[src/rtl/fwd_mux_pipe.sv]
// fwd_mux_pipe: NUM_IN-way operand select into a single registered valid/ready stage
//   Ports: clk, rst_n (async, active-low); in_data (NUM_IN packed WIDTH-bit sources),
//   sel, in_valid, in_ready (= !out_valid || out_ready), flush (drops held and incoming word);
//   out_data, out_valid, out_ready; sel_err (sticky illegal-select flag);
//   err_count (8-bit saturating illegal-select count, only when FWD_MUX_ERRCNT_EN is defined).
module fwd_mux_pipe #(
  parameter int WIDTH  = 32,
  parameter int NUM_IN = 3,
  parameter int SEL_W  = 2
) (
  input  logic                    clk,
  input  logic                    rst_n,
  input  logic [NUM_IN*WIDTH-1:0] in_data,
  input  logic [SEL_W-1:0]        sel,
  input  logic                    in_valid,
  output logic                    in_ready,
  input  logic                    flush,
  output logic [WIDTH-1:0]        out_data,
  output logic                    out_valid,
  input  logic                    out_ready,
  output logic                    sel_err
`ifdef FWD_MUX_ERRCNT_EN
  ,output logic [7:0]             err_count
`endif
);
  localparam logic [SEL_W:0] NUM_IN_L = NUM_IN[SEL_W:0];
  logic [WIDTH-1:0] out_data_q, out_data_d, sel_word;
  logic out_valid_q, out_valid_d, sel_err_q, sel_err_d, accept, legal;
  always_comb begin
    sel_word = '0;
    for (int k = 0; k < NUM_IN; k++)
      if (sel == k[SEL_W-1:0]) sel_word = in_data[k*WIDTH +: WIDTH];
  end
  // An illegal index matches no source, so sel_word is already zero for it.
  assign legal    = {1'b0, sel} < NUM_IN_L;
  assign in_ready = !out_valid_q || out_ready;
  assign accept   = in_valid && in_ready && !flush;
  always_comb begin
    out_valid_d = flush ? 1'b0 : accept ? 1'b1 : out_ready ? 1'b0 : out_valid_q;
    out_data_d  = accept ? sel_word : out_data_q;
    sel_err_d   = sel_err_q || (accept && !legal);
  end
  always_ff @(posedge clk or negedge rst_n)
    if (!rst_n) begin
      out_data_q  <= '0;
      out_valid_q <= 1'b0;
      sel_err_q   <= 1'b0;
    end else begin
      out_data_q  <= out_data_d;
      out_valid_q <= out_valid_d;
      sel_err_q   <= sel_err_d;
    end
`ifdef FWD_MUX_ERRCNT_EN
  logic [7:0] err_count_q, err_count_d;
  always_comb err_count_d = (accept && !legal && err_count_q != 8'hff) ? err_count_q + 8'd1 : err_count_q;
  always_ff @(posedge clk or negedge rst_n)
    if (!rst_n) err_count_q <= '0;
    else err_count_q <= err_count_d;
  assign err_count = err_count_q;
`endif
  assign out_data  = out_data_q;
  assign out_valid = out_valid_q;
  assign sel_err   = sel_err_q;
endmodule
[config.mk]
export PLATFORM = sky130hd
export DESIGN_NAME = fwd_mux_pipe
export DESIGN_NICKNAME = d
export VERILOG_FILES = /design/src/rtl/fwd_mux_pipe.sv
export SDC_FILE = /design/constraint.sdc
export NUM_CORES = 1
export LEC_CHECK = 0
export ABC_AREA = 1
export CAP_MARGIN = 20
export CORE_MARGIN = 2
export CORE_UTILIZATION = 36
export DETAILED_ROUTE_END_ITERATION = 10
export PLACE_DENSITY = 0.8
export SETUP_SLACK_MARGIN = 0.3
export SYNTH_ARGS = -nofsm -noshare
export SYNTH_HDL_FRONTEND = slang
export SYNTH_SLANG_ARGS = --single-unit
[constraint.sdc]
create_clock -name clk -period 1.19 [get_ports clk]
set_input_delay 0.119 -clock clk [delete_from_list [all_inputs] [get_ports clk]]
set_output_delay 0.119 -clock clk [all_outputs]
set_load 0.05 [all_outputs]
==> qor.yml <==
global_route:
  antenna_found_initial: 0
  grt_max_degree: 33
  grt_first_pass_wirelength_um: 12600
  grt_remaining_overflow: 0
  grt_usage_pct: 25.3
  first_global_vias: 2645
detailed_routing:
  drt-total-wl_um: 8960
  route.detailed.drc: 0
  drtAntennaViolNets: 0
  dr.pass1.iters: 4
  vias: 2750
  wire_per_inst_um: 16.7
  drtIter0Drc: 165
  vias_per_cell: 5.13
logic_synthesis:
  netlist-cell-type-count: 14
  yosys.area.top_type: "dfrtp_1"
  synth.avg_cell_area_um2: 7.20
  syn-cell-area_um2: 2110
  ys_seq_elements: 34
  syn_inst: 293
  synthTopCellsByArea: "dfrtp_1 (40%), nand3_1 (23%), nand2_1 (20%), nand2_2 (6.2%), buf_2 (2.8%)"
  synth_top_area_share_pct: 40.3
  yosys_warnings: 0
  synth_nets: 396
  ys_seq_area_share_pct: 40.3
finish:
  layout.nets: 566
  multiInputGateArea_um2: 1260
  n_fill_cell: 346
  drive_gt1_share_pct: 34.9
  antennaDiodeCount: 0
  stdcell_count: 536
  ff_latch_area_um2: 860
  area_growth_pct: 116
  fin_area_um2: 4560
power_and_ir_drop:
  pwr_density_cell_nw_per_um2: 1110
  p_total_mw: 5.07
  leakagePower_nw: 2.13
  ir_drop_uv: 893
critical_path:
  crit_path_start_kind: "flop"
  crit_type: "flop to flop"
  worstPathMaxFanout: 6
  cp.arrival_ps: 1330
  crit_path_end_kind: "flop"
  required_ps: 1360
placed_design:
  place_congestion: 0.791
  placed_cells: 489
  port_buffers: 137
  post-dp-hpwl_um: 5440
  place_area_um2: 3870
timing:
  tns_ps: 0
  slew_headroom_pct: 77.6
  finalCritPeriodShare_pct: 97.7
  slew_violations: 0
  period_minus_slack_ps: 1160
  finalHoldViolations: 0
  rsz0062_at_grt: "true"
  final.setup_skew_ps: 3.52
  setup_viol: 0
  worstMarginPinSlew_ps: 336
  fmax_mhz: 861
clocking:
  cts_sinks: 34
  path_clk_slew_ps: 70
  cts_made_buffers: 5
  clock_path_buffers: 2
  clock-root-buffer: "clkbuf_8"
  cts_tree: "done"
  clock_latency_ps: 280
  htree_levels: 2
die:
  start_util_pct: 37.8
  io-pin-count: 138
  die_h_um: 80.6
  die_w_um: 80.6
  coreArea_um2: 5570
  design.die.area_um2: 6490
  core.rowCount: 27
job:
  cap_viol_max_count: 0
outcome:
  status: "completed"
min_path:
  min_path_type: "input port to flop"
==> layout make-up <==
class | instances | share of cell area (%)
timing repair inverter | 2 | 0.494
clock buffer | 7 | 1.89
clock inverter | 1 | 0.110
sequential | 34 | 18.8
tap | 72 | 1.98
timing repair buffer | 182 | 47.9
inverter | 5 | 1.15
multi-input combinational | 233 | 27.6
==> worst paths after layout <==
| kind | from | endpoint | slack, ps | cells after the start |
|---|---|---|---|---|
| min in group asynchronous | rst_n | out_data[12] | 240 | 2 |
| max reg2reg | out_valid | out_data[6] | 30 | 6 |
| max in group asynchronous | rst_n | out_data[1] | 410 | 3 |
| max | out_valid | out_data[6] | 30 | 6 |
| min reg2reg | out_data[3] | out_data[3] | 550 | 2 |
| min | in_valid | out_valid | 140 | 3 |
==> synth_stat cells <==
cell      count
o21bai_1      1
buf_2        12
a21oi_1       1
nor2_8        1
buf_6         3
buf_4         6
nand3_1      96
nand2_2      21
inv_1         2
nor2_1        1
nand2_1     110
inv_2         3
buf_12        2
dfrtp_1      34
==> repair_timing <==
item / in CTS / in global routing
endpoints found under the setup margin: 68 / 69
resized for setup: 17 / 55
endpoints found under the hold margin: 16 / 0
gates cloned: 3 / 5
setup buffers: 14 / 16
hold buffers: 1 / 0
pin swaps: 9 / 21
==> worst max-delay path, cell delays in order, from the launching register on <==
cell and delay (ps):
dfrtp_2 450, nand2_8 80, buf_12 120, nand2_8 100
clkbuf_16 190, nand2_2 60, nand2_1 60
==> cell families (layout without fill, tap and decap cells) <==
logic type / after synthesis / in the layout / share of synthesized area [%]
AO/OA/AOI/OAI: 2 / 2 / 0.593
buffers and inverters: 28 / 197 / 9.37
AND/OR/NAND/NOR: 229 / 231 / 49.7
flip-flops: 34 / 34 / 40.3
==> cells in the final DEF (no fill, tap or decap) <==
master            n
clkbuf_1          1
inv_8             2
clkbuf_8          6
buf_16            2
clkinv_16         1
buf_4            33
clkbuf_2          2
clkbuf_16         2
clkinv_2          1
nand2_1          77
inv_4             1
nand2_8           3
nor2_8            1
dlygate4sd3_1     1
buf_6             3
a21oi_2           1
o21bai_1          1
nand2_2          43
dlymetal6s2s_1    1
nor2_4            2
clkdlybuf4s50_1  98
buf_2             1
dfrtp_2           7
inv_6             1
nand3_1          96
inv_2             2
nand2_4           9
dfrtp_1          27
buf_12           39
==> power breakdown <==
group | leakage (nW) | internal (mW) | switching [mW]
clock network | 0.0482 | 0.467 | 0.418
registers | 0.424 | 1.33 | 0.207
logic | 1.66 | 1.38 | 1.27
==> metrics by stage <==
step	utilization (%)	setup WS [ps]	hold slack, ps
3_3_place_gp	69.5	-416	1.47
5_1_grt	81.8	3.64	146
3_5_place_dp	69.5	-464	11.0
6_report	81.8	27.9	141
4_1_cts	75.4	29.9	242
2_1_floorplan	-	-2.25	-177
==> sequential cells by signal (all words and copies together) (netlist names) <==
name,count
out_data,32
out_valid,1
sel_err,1
==> routing by layer <==
layer / GRT usage, % / part of all wire, % / up-vias
li1: - / - / 1302
met1: 29.8 / 39 / 1312
met2: 47.3 / 53 / 123
met3: 5.17 / 6.8 / 13
met4: 5.25 / 1.3 / 0
met5: 0 / 0 / -
Power figures use the tool's default switching activity.
